## src/rtl/rom_arbiter.sv

```systemverilog
// Two-port front end for the single-ported instruction ROM.
// It grants one access per cycle, screens out invalid addresses, and returns registered responses one cycle later.
module rom_arbiter #(
    parameter int AddrWidth     = 32,
    parameter int DataWidth     = 32,
    parameter int InstMemNum    = 1024,
    parameter int Port0Priority = 0
) (
    input  logic                 clk,
    input  logic                 rst,
    input  logic                 req0,
    input  logic [AddrWidth-1:0] addr0,
    output logic                 gnt0,
    output logic                 stall0,
    output logic                 rvalid0,
    output logic [DataWidth-1:0] rdata0,
    output logic                 err0,
    input  logic                 req1,
    input  logic [AddrWidth-1:0] addr1,
    output logic                 gnt1,
    output logic                 stall1,
    output logic                 rvalid1,
    output logic [DataWidth-1:0] rdata1,
    output logic                 err1,
    output logic                 rom_ce,
    output logic [AddrWidth-1:0] rom_addr,
    input  logic [DataWidth-1:0] rom_inst
);

    // One extra bit keeps the limit exact even when InstMemNum fills the whole word-index range.
    localparam logic [AddrWidth-2:0] WordLimit = (AddrWidth-1)'(InstMemNum);

    logic                 ptr;
    logic [AddrWidth-1:0] sel_addr;
    logic                 addr_ok;

    always_comb begin
        gnt0 = 1'b0;
        gnt1 = 1'b0;
        if (!rst) begin
            if (req0 && req1) begin
                if ((Port0Priority != 0) || !ptr) begin
                    gnt0 = 1'b1;
                end else begin
                    gnt1 = 1'b1;
                end
            end else begin
                gnt0 = req0;
                gnt1 = req1;
            end
        end
    end

    assign stall0 = req0 & ~gnt0;
    assign stall1 = req1 & ~gnt1;

    assign sel_addr = gnt1 ? addr1 : addr0;
    assign addr_ok  = (sel_addr[1:0] == 2'b00) &&
                      ({1'b0, sel_addr[AddrWidth-1:2]} < WordLimit);

    // The ROM is enabled only for a granted, in-range, aligned access.
    assign rom_ce   = (gnt0 | gnt1) & addr_ok;
    assign rom_addr = rom_ce ? sel_addr : '0;

    always_ff @(posedge clk) begin
        if (rst) begin
            ptr     <= 1'b0;
            rvalid0 <= 1'b0;
            rdata0  <= '0;
            err0    <= 1'b0;
            rvalid1 <= 1'b0;
            rdata1  <= '0;
            err1    <= 1'b0;
        end else begin
            rvalid0 <= gnt0;
            err0    <= gnt0 & ~addr_ok;
            rvalid1 <= gnt1;
            err1    <= gnt1 & ~addr_ok;
            if (gnt0) begin
                rdata0 <= addr_ok ? rom_inst : '0;
            end
            if (gnt1) begin
                rdata1 <= addr_ok ? rom_inst : '0;
            end
            if (gnt0) begin
                ptr <= 1'b1;
            end else if (gnt1) begin
                ptr <= 1'b0;
            end
        end
    end

endmodule

```

## config.mk

```make
export PLATFORM = sky130hd
export DESIGN_NAME = rom_arbiter
export DESIGN_NICKNAME = d
export VERILOG_FILES = /design/src/rtl/rom_arbiter.sv
export SDC_FILE = /design/constraint.sdc
export NUM_CORES = 1
export LEC_CHECK = 0
export CAP_MARGIN = 30
export CORE_MARGIN = 2
export CORE_UTILIZATION = 36
export CTS_CLUSTER_SIZE = 28
export DETAILED_ROUTE_END_ITERATION = 8
export PLACE_DENSITY = 0.9
export SKIP_CTS_REPAIR_TIMING = 1
export SYNTH_ARGS = -nofsm -noshare
export SYNTH_HDL_FRONTEND = slang
export SYNTH_SLANG_ARGS = --single-unit
export TNS_END_PERCENT = 30
```

## constraint.sdc

```tcl
create_clock -name clk -period 4.5 [get_ports clk]
set_clock_uncertainty 0.05 [all_clocks]
set_input_delay 0.9 -clock clk [delete_from_list [all_inputs] [get_ports clk]]
set_output_delay 0.9 -clock clk [all_outputs]
set_load 0.05 [all_outputs]
```

Word-level counts from Yosys, hierarchy flattened
Index checks and enable logic that the tools add are counted.
{"block": "word_totals", "regBits": 69, "latch_bits": 0, "ram_bits": 0, "mem_bits_ro": 0, "in_bits": 100, "output_inout_bits": 105, "elab_cells": 32, "n_memories": 0}
{"block": "classes", "add_sub_neg": 0, "multipliers": 0, "div_mod_pow": 0, "order_cmp": 1, "eq_ne": 0, "shifts": 0, "n_mux": 11, "n_bitwise": 9, "n_reduce_logical": 4}
{"op": "32-bit two-way mux", "count": 3}
{"op": "30-bit by 11-bit less-than comparator with 1-bit output, second input constant", "count": 1}
{"op": "1-bit two-way mux", "count": 8}
{"op": "1-bit AND", "count": 5}
{"op": "1-bit NOT", "count": 3}
{"op": "1-bit logical AND", "count": 2}
{"op": "2-bit zero test", "count": 1}
{"op": "2-bit nonzero test", "count": 1}
{"op": "1-bit OR", "count": 1}

Longest topological paths before layout
Gate-level depths: netlist (run 1).
{"block": "depth", "ltp_word": 8, "ltp_mapped": 6, "mapped_depth_nobuf": 5}

Worst setup path after synthesis (run 1)
OpenSTA, ideal clock, no wires.
{"block": "synth_timing", "path_kind": "input-to-output", "from": "in req0", "to": "out rom_addr[3]", "arrival_time_ns": 3.225, "t_required_ns": 3.550, "path_slack_ns": 0.325, "cell_stages": 6, "n_path_buf": 1, "path_cell_list": "nand2b_1 > nand3b_4 > inv_2 > clkbuf_1 > nand2_1 > a221oi_1"}
{"block": "synth_via", "elab_chain_len": 8, "word_cells_on_any_way": 12, "cone_classes": "order compare (1); mux (6); bitwise (2); reduce/logical (3)"}
{"element": "start, declared", "line_no": "11", "source": "input logic req0,"}
{"element": "1-bit logical AND *", "line_no": "41", "source": "if (req0 && req1) begin"}
{"element": "1-bit two-way mux *", "line_no": "41"}
{"element": "1-bit two-way mux *", "line_no": "40", "source": "if (!rst) begin"}
{"element": "via gnt1", "line_no": "20", "source": "output logic gnt1,"}
{"element": "32-bit two-way mux", "line_no": "57", "source": "assign sel_addr = gnt1 ? addr1 : addr0;"}
{"element": "30-bit by 11-bit less-than comparator with 1-bit output / 2-bit zero test (equally long branches)", "line_no": "59, 58"}
{"element": "1-bit logical AND", "line_no": "58", "source": "assign addr_ok = (sel_addr[1:0] == 2'b00) &&"}
{"element": "1-bit AND", "line_no": "62", "source": "assign rom_ce = (gnt0 | gnt1) & addr_ok;"}
{"element": "32-bit two-way mux *", "line_no": "63", "source": "assign rom_addr = rom_ce ? sel_addr : '0;"}
{"element": "end, declared", "line_no": "26", "source": "output logic [AddrWidth-1:0] rom_addr,"}
Mark *: on every way through the listed nets, which the timed path passes. The rest lies on a longest branch.

Worst setup path after layout (run 1)
{"block": "layout_timing", "from": "in req0", "to": "out rom_addr[3]"}
{"block": "layout_via", "elab_chain_len": 8, "word_cells_on_any_way": 12, "cone_classes": "order compare (1); mux (6); bitwise (2); reduce/logical (3)"}
{"element": "1-bit logical AND", "line_no": "41"}
{"element": "1-bit two-way mux", "line_no": "41"}
{"element": "1-bit two-way mux", "line_no": "40"}
{"element": "32-bit two-way mux", "line_no": "57"}
{"element": "30-bit by 11-bit less-than comparator with 1-bit output / 2-bit zero test (equally long branches)", "line_no": "59, 58"}
{"element": "1-bit logical AND", "line_no": "58"}
{"element": "1-bit AND", "line_no": "62"}
{"element": "32-bit two-way mux *", "line_no": "63"}
Mark *: on every way between the ends. The rest lies on a longest branch, timed or not.

==> results of run 1 <==
==> through the flow <==
step / utilization, % / total power [uW] / hold slack, ns
2_1_floorplan: - / 727 / 0.415
3_3_place_gp: 64.0 / 820 / 0.407
3_5_place_dp: 64.1 / 824 / 0.406
4_1_cts: 67.0 / 1350 / 0.430
5_1_grt: 67.0 / 1380 / 0.439
6_report: 67.0 / 1330 / 0.430
==> flip-flops by register name, summed over array words and instances, names as in the netlist <==
register,cells
err1,1
err0,1
rvalid1,1
rdata1,32
rdata0,32
ptr,1
rvalid0,1
==> synthesized netlist by cell type <==
master,n,area share (%)
a21oi_1,5,0.95
a221oi_1,2,0.66
a221oi_2,8,4.6
a22o_1,64,21
and2_1,1,0.24
and3_1,1,0.24
buf_1,1,0.14
buf_2,6,1.1
buf_4,22,6.3
buf_6,2,0.85
clkbuf_1,8,1.1
conb_1,1,0.14
dfxtp_1,69,52
inv_1,3,0.43
inv_2,1,0.14
nand2_1,23,3.3
nand2b_1,2,0.47
nand3_1,2,0.38
nand3b_4,1,0.76
nand4_1,1,0.24
nor2_1,3,0.43
nor2b_1,1,0.24
nor3_1,1,0.19
nor3_2,1,0.38
nor4_1,10,2.4
o21bai_1,1,0.28
or3_1,2,0.47
==> cell usage in the layout (no fill, tap or decap), types with 3 or more instances in the layout <==
master and count:
clkbuf_8 12, buf_12 11, conb_1 22, nand2_1 23
nor4_1 10, a221oi_2 8, a22o_1 64, a21oi_1 3
nor2_1 3, dfxtp_1 69, inv_1 3, clkdlybuf4s50_1 171
buf_4 8
==> cells by family after synthesis <==
family / count (synthesis)
compound gates: 80
flops: 69
simple gates: 49
buf+inv: 43
other cells: 1
==> critical path, delay by kind of cell <==
| kind | cells | cell delay [ns] |
|---|---|---|
| compound gates | 1 | 0.52 |
| buf+inv | 3 | 0.84 |
| simple gates | 3 | 0.96 |
==> area by class of cell <==
| cell class | count | share of cell area, % |
|---|---|---|
| repair buffers | 190 | 41.4 |
| inverters | 4 | 0.312 |
| clock inverters | 3 | 0.884 |
| multi-input cells | 151 | 22.6 |
| clock buffers | 13 | 3.51 |
| flip-flops and latches | 69 | 28.7 |
| well taps | 99 | 2.57 |
==> power groups by stage <==
stage | clock network, uW | registers, uW | logic (uW)
after floorplan | 0 | 635 | 91.6
after global placement | 0 | 628 | 192
after detailed placement | 0 | 628 | 196
after CTS | 536 | 614 | 197
after global routing | 559 | 614 | 208
final | 523 | 614 | 198
==> layer usage <==
layer | share of wire (%) | vias up | global-route usage, %
met5 | 0 | - | 0
met4 | 1.3 | 0 | 5.70
met3 | 7.7 | 11 | 6.31
met2 | 49 | 114 | 34.4
met1 | 42 | 1228 | 25.4
li1 | - | 1227 | -
==> final timing paths <==
check / startpoint / endpoint / slack, ns / cells after the start
setup / recovery: req0 / rom_addr[3] / 0.33 / 7
hold / removal: rdata1[18]$_SDFFE_PP0N_ / rdata1[18]$_SDFFE_PP0N_ / 0.43 / 1
setup reg to reg: ptr$_SDFFE_PP0N_ / err0$_SDFF_PP0_ / 2.67 / 5
hold reg to reg: rdata1[18]$_SDFFE_PP0N_ / rdata1[18]$_SDFFE_PP0N_ / 0.43 / 1
==> impl_metrics.toml, run 1 <==
[run_status]
status = "completed"

[run]
maxCapViolCount = 0

[global_routing]
antenna_found_initial = 0
grt_pass1_vias = 2600
grt_pass1_wl_um = 12800
grt_use_total_pct = 20.5
grt_overflow = 0
grt_max_degree = 34

[place]
postPlaceCellArea_sq_um = 4600
io_buffers = 182
dp_hpwl_um = 6270
place_congestion = 0.852
place_ws_ns = 0.316
dp_cells = 513

[sta]
relSlewSlack_pct = 62.9
finalSetupViolCount = 0
period_share_pct = 92.7
rsz0062_at_grt = "no"
max_freq_mhz = 240
period_needed_ns = 4.17
drv_slew = 0
worst_slack_ns = 0.327
setup_tns_ns = 0
tightest_slew_ns = 0.554
finalHoldViolations = 0

[floorplanning]
start_util_pct = 36.8
die_h_um = 89.6
coreArea_sq_um = 7180
fp.dieArea_sq_um = 8030
io_pins = 205
num_rows = 31
die_w_um = 89.6

[final_layout]
diodes = 0
fill_cells = 539
multi_input_area_sq_um = 1090
syn_to_final_growth_pct = 82.4
layout-drive-gt1-share_pct = 11.2
ff_latch_area_sq_um = 1380
final_cell_area_sq_um = 4810
final_net_count = 525
fin_cells = 529

[min_path]
hp-class = "reg -> reg"

[yosys]
yosys.area_share.adder_pct = 0
ys_types = 27
synth_cells = 242
synth_warnings = 0
synth_compound_area_share_pct = 27.7
synth.area.mux_share_pct = 0
synth_top_family_by_area = "compound AO/OA/AOI/OAI gates"
synth_area_sq_um = 2640
ys_seq_elements = 69
synthSimpleGateAreaFrac_pct = 9.68
ys_seq_area_share_pct = 52.4
syn_area_per_cell_sq_um = 10.9
yosys.area_share.xor_xnor_pct = 0

[setup_path]
startpoint_type = "primary input"
crit_path_end_kind = "output pin"
critPathMaxFanout = 12
critPathSlowestCell = "or3_1"
slowest_delay_ns = 0.61
cp_data_arrival_time_ns = 3.22
crit_required_ns = 3.55
critPathKind = "in -> out"
path_cells = "clkdlybuf4s50_1 > nand2b_1 > nand3b_4 > inv_2 > or3_1 > a221oi_1 > buf_12"

[route]
viasPerCell = 4.88
routed_wl_um = 8490
ant_nets = 0
drc = 0
dr.pass1.iters = 4
wl_per_cell_um = 16.0
drt_iter0_drc = 58
num_vias = 2580

[pwr]
peakVddDrop_mv = 0.207
power.internal_uw = 1010
clock_power_share_pct = 39.2
power.density_nw_per_um2 = 277
switching_power_uw = 328
combPwrFrac_pct = 14.8
swShare_pct = 24.6
leakage_uw = 0.00185
p_seq_share_pct = 46.0

[clock_tree]
cts_max_level = 3
clock_latency_ns = 0.32
cts.path.max_buffers = 2
cts-root-buf = "clkbuf_8"
clkTransAtPathRegs_ns = 0.07
clock_sinks = 69
cts_tree = "yes"
numCtsBuffers = 9
Note: power is estimated with default switching activity, not from simulation.
==> run 2, diff against run 1 <==
CORE_ASPECT_RATIO = 1.25   (was default)
TNS_END_PERCENT = default   (was 30)
==> run 2 against run 1 <==
Hold slack is essentially flat. Sequential power hardly changed. Critical endpoint is now rom_addr[2]. Register-to-register slack got worse by 0.20 ns. Sequential share of layout area increased by 0.26 points. Total power is 2.7% lower. First-iteration DRC count shrank 22%.
==> impl_metrics.toml, run 2 (synthesized netlist as in run 1, its figures left out) <==
[sta]
setup_tns_ns = 0
rsz0062_at_grt = "no"
finalSetupViolCount = 0
period_share_pct = 92.6
drv_slew = 0
whs_ns = 0.430
finalHoldViolations = 0
period_needed_ns = 4.17
max_freq_mhz = 240
tightest_slew_ns = 0.710
relSlewSlack_pct = 52.5

[pwr]
combPwrFrac_pct = 15.2
power.internal_uw = 958
power.density_nw_per_um2 = 272
power.total_uw = 1300
leakage_uw = 0.00183
p_seq_share_pct = 47.3
swShare_pct = 26.2
switching_power_uw = 340
clock_power_share_pct = 37.5
peakVddDrop_mv = 0.213

[route]
drt_iter0_drc = 45
drc = 0
wl_per_cell_um = 16.7
dr.pass1.iters = 4
num_vias = 2591
viasPerCell = 5.00
ant_nets = 0
routed_wl_um = 8670

[floorplanning]
die_w_um = 80.6
start_util_pct = 37.6
coreArea_sq_um = 7020
io_pins = 205
fp.dieArea_sq_um = 8030
num_rows = 34
die_h_um = 99.7

[setup_path]
timing.rr.start = "ptr$_SDFFE_PP0N_"
crit_start = "addr1[0]"
critPathBufInv = 2
critPathMaxFanout = 12
startpoint_type = "primary input"
critPathSlowestCell = "or3_1"
path_cells = "clkdlybuf4s50_1 > nor4_1 > nand4_1 > or3_1 > a221oi_1 > buf_12"
crit_required_ns = 3.55
cp_data_arrival_time_ns = 3.22
slowest_delay_ns = 0.66
critPathKind = "in -> out"
r2r-end = "rdata1[6]$_SDFFE_PP0N_"
cp.depth = 6
regToRegSetupSlack_ns = 2.47
critPathTopFamily = "simple AND/OR/NAND/NOR gates"
rr_worst_depth = 5
crit_path_end_kind = "output pin"

[clock_tree]
cts-root-buf = "clkbuf_8"
numCtsBuffers = 9
clock_sinks = 69
clkTransAtPathRegs_ns = 0.08
cts_tree = "yes"
cts.path.max_buffers = 2
clock_latency_ns = 0.33
cts_max_level = 3

[global_routing]
grt_pass1_vias = 2719
grt_max_degree = 33
grt_overflow = 0
grt_pass1_wl_um = 13700
grt_use_total_pct = 21.9
antenna_found_initial = 0

[final_layout]
reg.largest.list = "rdata0 x32, rdata1 x32"
syn_to_final_growth_pct = 80.8
fin_util_pct = 67.9
final_cell_mix = "clkdlybuf4s50_1 (171), dfxtp_1 (69), a22o_1 (64), nand2_1 (23), conb_1 (22)"
ff_latch_area_sq_um = 1380
multi_input_area_sq_um = 1090
fill_cells = 539
final_net_count = 524
layout-drive-gt1-share_pct = 11.0
diodes = 0
fin_cells = 518
layout_commonest_cell = "clkdlybuf4s50_1"

[run_status]
status = "completed"

[place]
io_buffers = 182
place_congestion = 0.805
dp_cells = 503
dp_hpwl_um = 6570

[min_path]
worstHoldStart = "rdata1[22]$_SDFFE_PP0N_"
hp-class = "reg -> reg"
hold_depth = 1
hold_path_end = "rdata1[22]$_SDFFE_PP0N_"

[run]
maxCapViolCount = 0
run 2: through the flow:
stage | worst slack [ns] | area (sq um)
3_3_place_gp | 0.396 | 4570
4_1_cts | 0.310 | 4770
5_1_grt | 0.129 | 4770
2_1_floorplan | 0.325 | 2720
3_5_place_dp | 0.326 | 4580
6_report | 0.334 | 4770
run 2: metal layers:
| layer | GRT usage, % | share of wire, % |
|---|---|---|
| met2 | 37.4 | 50 |
| met5 | 0 | 0 |
| met1 | 25.2 | 40 |
| met4 | 8.08 | 1.7 |
| met3 | 7.08 | 8.2 |
run 2: power by group through the flow:
stage / Combinational, uW / Sequential [uW] / Clock (uW)
6_report: 198 / 614 / 487
5_1_grt: 209 / 614 / 529
4_1_cts: 198 / 614 / 507
3_5_place_dp: 197 / 628 / 0
3_3_place_gp: 194 / 628 / 0
2_1_floorplan: 91.6 / 635 / 0
run 2: worst max path at each step:
stage,end,slack (ns)
4_1_cts,rom_addr[2],0.31
3_5_place_dp,rom_addr[2],0.33
5_1_grt,rom_addr[2],0.13
3_3_place_gp,rom_addr[2],0.40
2_1_floorplan,rom_addr[3],0.33
6_report,rom_addr[2],0.33
run 2: cell type report:
cell class              instances  share of cell area, %
multi-input cells             151                   22.8
clock buffers                   9                   2.60
clock inverters                 6                   1.34
repair buffers                189                   41.6
flip-flops and latches         69                   29.0
inverters                       4                  0.315
well taps                      90                   2.36
run 2: worst reg2reg max path, stage by stage, from the launching register on:
cell	delay [ns]
dfxtp_1	0.37
nand2b_1	0.23
nand3b_4	0.15
nor3_4	0.62
buf_4	0.36
a22o_1	0.20
==> run 3, diff against run 2 <==
CAP_MARGIN = default   (was 30)
CORE_UTILIZATION = 39   (was 36)
DONT_BUFFER_PORTS = 1   (was default)
PLACE_DENSITY = 0.57   (was 0.9)
==> run 3 against run 2 <==
Setup slack improved by 0.43 ns. Total power decreased by 1.2%. Utilization decreased by 23 points. First-iteration DRC count increased by 31%. Clock-buffer cell count increased by 1. Sequential share of layout area up 18 points. Hold slack improved by 0.021 ns. Largest power group unchanged.
==> impl_metrics.toml, run 3 (synthesized netlist as in run 1, its figures left out) <==
[run_status]
status = "completed"

[sta]
relSlewSlack_pct = 29.8
finalHoldViolations = 0
drv_slew = 0
period_needed_ns = 3.74
max_freq_mhz = 267
finalSetupViolCount = 0
setup_tns_ns = 0
rsz0062_at_grt = "no"
period_share_pct = 83.1
tightest_slew_ns = 1.05

[clock_tree]
numCtsBuffers = 9
cts.path.max_buffers = 2
cts-root-buf = "clkbuf_8"
cts_max_level = 3
clkTransAtPathRegs_ns = 0.08
clock_sinks = 69
clock_latency_ns = 0.33
cts_tree = "yes"

[route]
dr.pass1.iters = 4
drt_iter0_drc = 59
wl_per_cell_um = 19.9
viasPerCell = 5.58
ant_nets = 0
drc = 0
num_vias = 1908
routed_wl_um = 6800

[setup_path]
crit_path_end_kind = "output pin"
critPathMaxFanout = 16
critPathKind = "in -> out"
rr_worst_depth = 5
setup.worst_path.end = "rom_addr[3]"
timing.rr.start = "ptr$_SDFFE_PP0N_"
r2r-end = "err0$_SDFF_PP0_"
critPathTopFamily = "simple AND/OR/NAND/NOR gates"
regToRegSetupSlack_ns = 2.38
critPathBufInv = 2
path_cells = "nand2b_1 > nand3b_4 > inv_2 > or3_1 > a221oi_1 > buf_4"
crit_required_ns = 3.55
startpoint_type = "primary input"
cp.depth = 6
slowest_delay_ns = 0.67
critPathSlowestCell = "or3_1"
crit_start = "req0"
cp_data_arrival_time_ns = 2.79

[final_layout]
final_net_count = 350
layout_commonest_cell = "dfxtp_1"
final_cell_area_sq_um = 2940
reg.largest.list = "rdata0 x32, rdata1 x32"
syn_to_final_growth_pct = 11.3
final_cell_mix = "dfxtp_1 (69), a22o_1 (64), nand2_1 (23), conb_1 (22), buf_4 (15)"
layout-drive-gt1-share_pct = 17.6
diodes = 0
fin_cells = 342

[global_routing]
grt_use_total_pct = 17.1
grt_overflow = 0
grt_pass1_vias = 1847
antenna_found_initial = 0
grt_pass1_wl_um = 9700
grt_max_degree = 33

[floorplanning]
io_pins = 205
die_h_um = 95.9
coreArea_sq_um = 6570
die_w_um = 77.6
fp.dieArea_sq_um = 7440
num_rows = 33
start_util_pct = 40.2

[pwr]
power.density_nw_per_um2 = 437
peakVddDrop_mv = 0.280
power.total_uw = 1280
leakage_uw = 0.00117

[place]
dp_cells = 326
dp_hpwl_um = 4860
io_buffers = 0
place_congestion = 0.882
postPlaceCellArea_sq_um = 2710

[min_path]
hp-class = "reg -> reg"

[run]
maxCapViolCount = 0
## run 3: changes by cell type in the layout (fill, tap and decap cells not counted)
cell             previous run  this run
clkdlybuf4s50_1           171         0
buf_12                     11         0
buf_4                       7        15
clkinv_2                    2         0
clkinv_4                    0         2
bufinv_16                   1         2
clkbuf_8                    9        10
clkinvlp_4                  2         1
## run 3: cell type report
type,count,area (sq um)
Multi-Input combinational cell,151,1090
Inverter,4,15.0
Fill cell,633,3630
Tap cell,87,109
Clock inverter,6,93.8
Clock buffer,10,138
Sequential cell,69,1380
Timing Repair Buffer,15,113
## run 3: worst min path at each step
stage / from / to / slack, ns / cells past startpoint
after detailed placement: ptr$_SDFFE_PP0N_ / ptr$_SDFFE_PP0N_ / 0.44 / 2
after global placement: ptr$_SDFFE_PP0N_ / ptr$_SDFFE_PP0N_ / 0.43 / 2
after global routing: ptr$_SDFFE_PP0N_ / ptr$_SDFFE_PP0N_ / 0.47 / 2
final: ptr$_SDFFE_PP0N_ / ptr$_SDFFE_PP0N_ / 0.45 / 2
after floorplan: ptr$_SDFFE_PP0N_ / ptr$_SDFFE_PP0N_ / 0.41 / 2
after CTS: ptr$_SDFFE_PP0N_ / ptr$_SDFFE_PP0N_ / 0.46 / 2
## run 3: power by group
group	switching, uW	internal (uW)	total (uW)
sequential	8.43	613	621
combinational	75.5	10.1	85.6
clock	246	331	577
## run 3: metal layers
metal  share of wire [%]  vias to the layer above  global-route usage [%]
met5                   0                        -                       0
met2                  47                      119                    25.9
met4                 1.2                        0                    6.55
met1                  44                      902                    22.0
met3                 8.0                        7                    7.04
li1                    -                      880                       -
## run 3: per-stage QoR
stage / util, % / setup WS [ns] / hold WS, ns
after floorplan: - / 0.325 / 0.415
after global placement: 41.2 / 0.818 / 0.432
after detailed placement: 41.2 / 0.757 / 0.443
after CTS: 44.7 / 0.764 / 0.457
after global routing: 44.7 / 0.671 / 0.472
final: 44.7 / 0.761 / 0.451
## run 3: worst min-delay path: stages (launching register included)
cell and delay (ns):
dfxtp_1 0.34, nand2b_1 0.07, a21oi_1 0.05
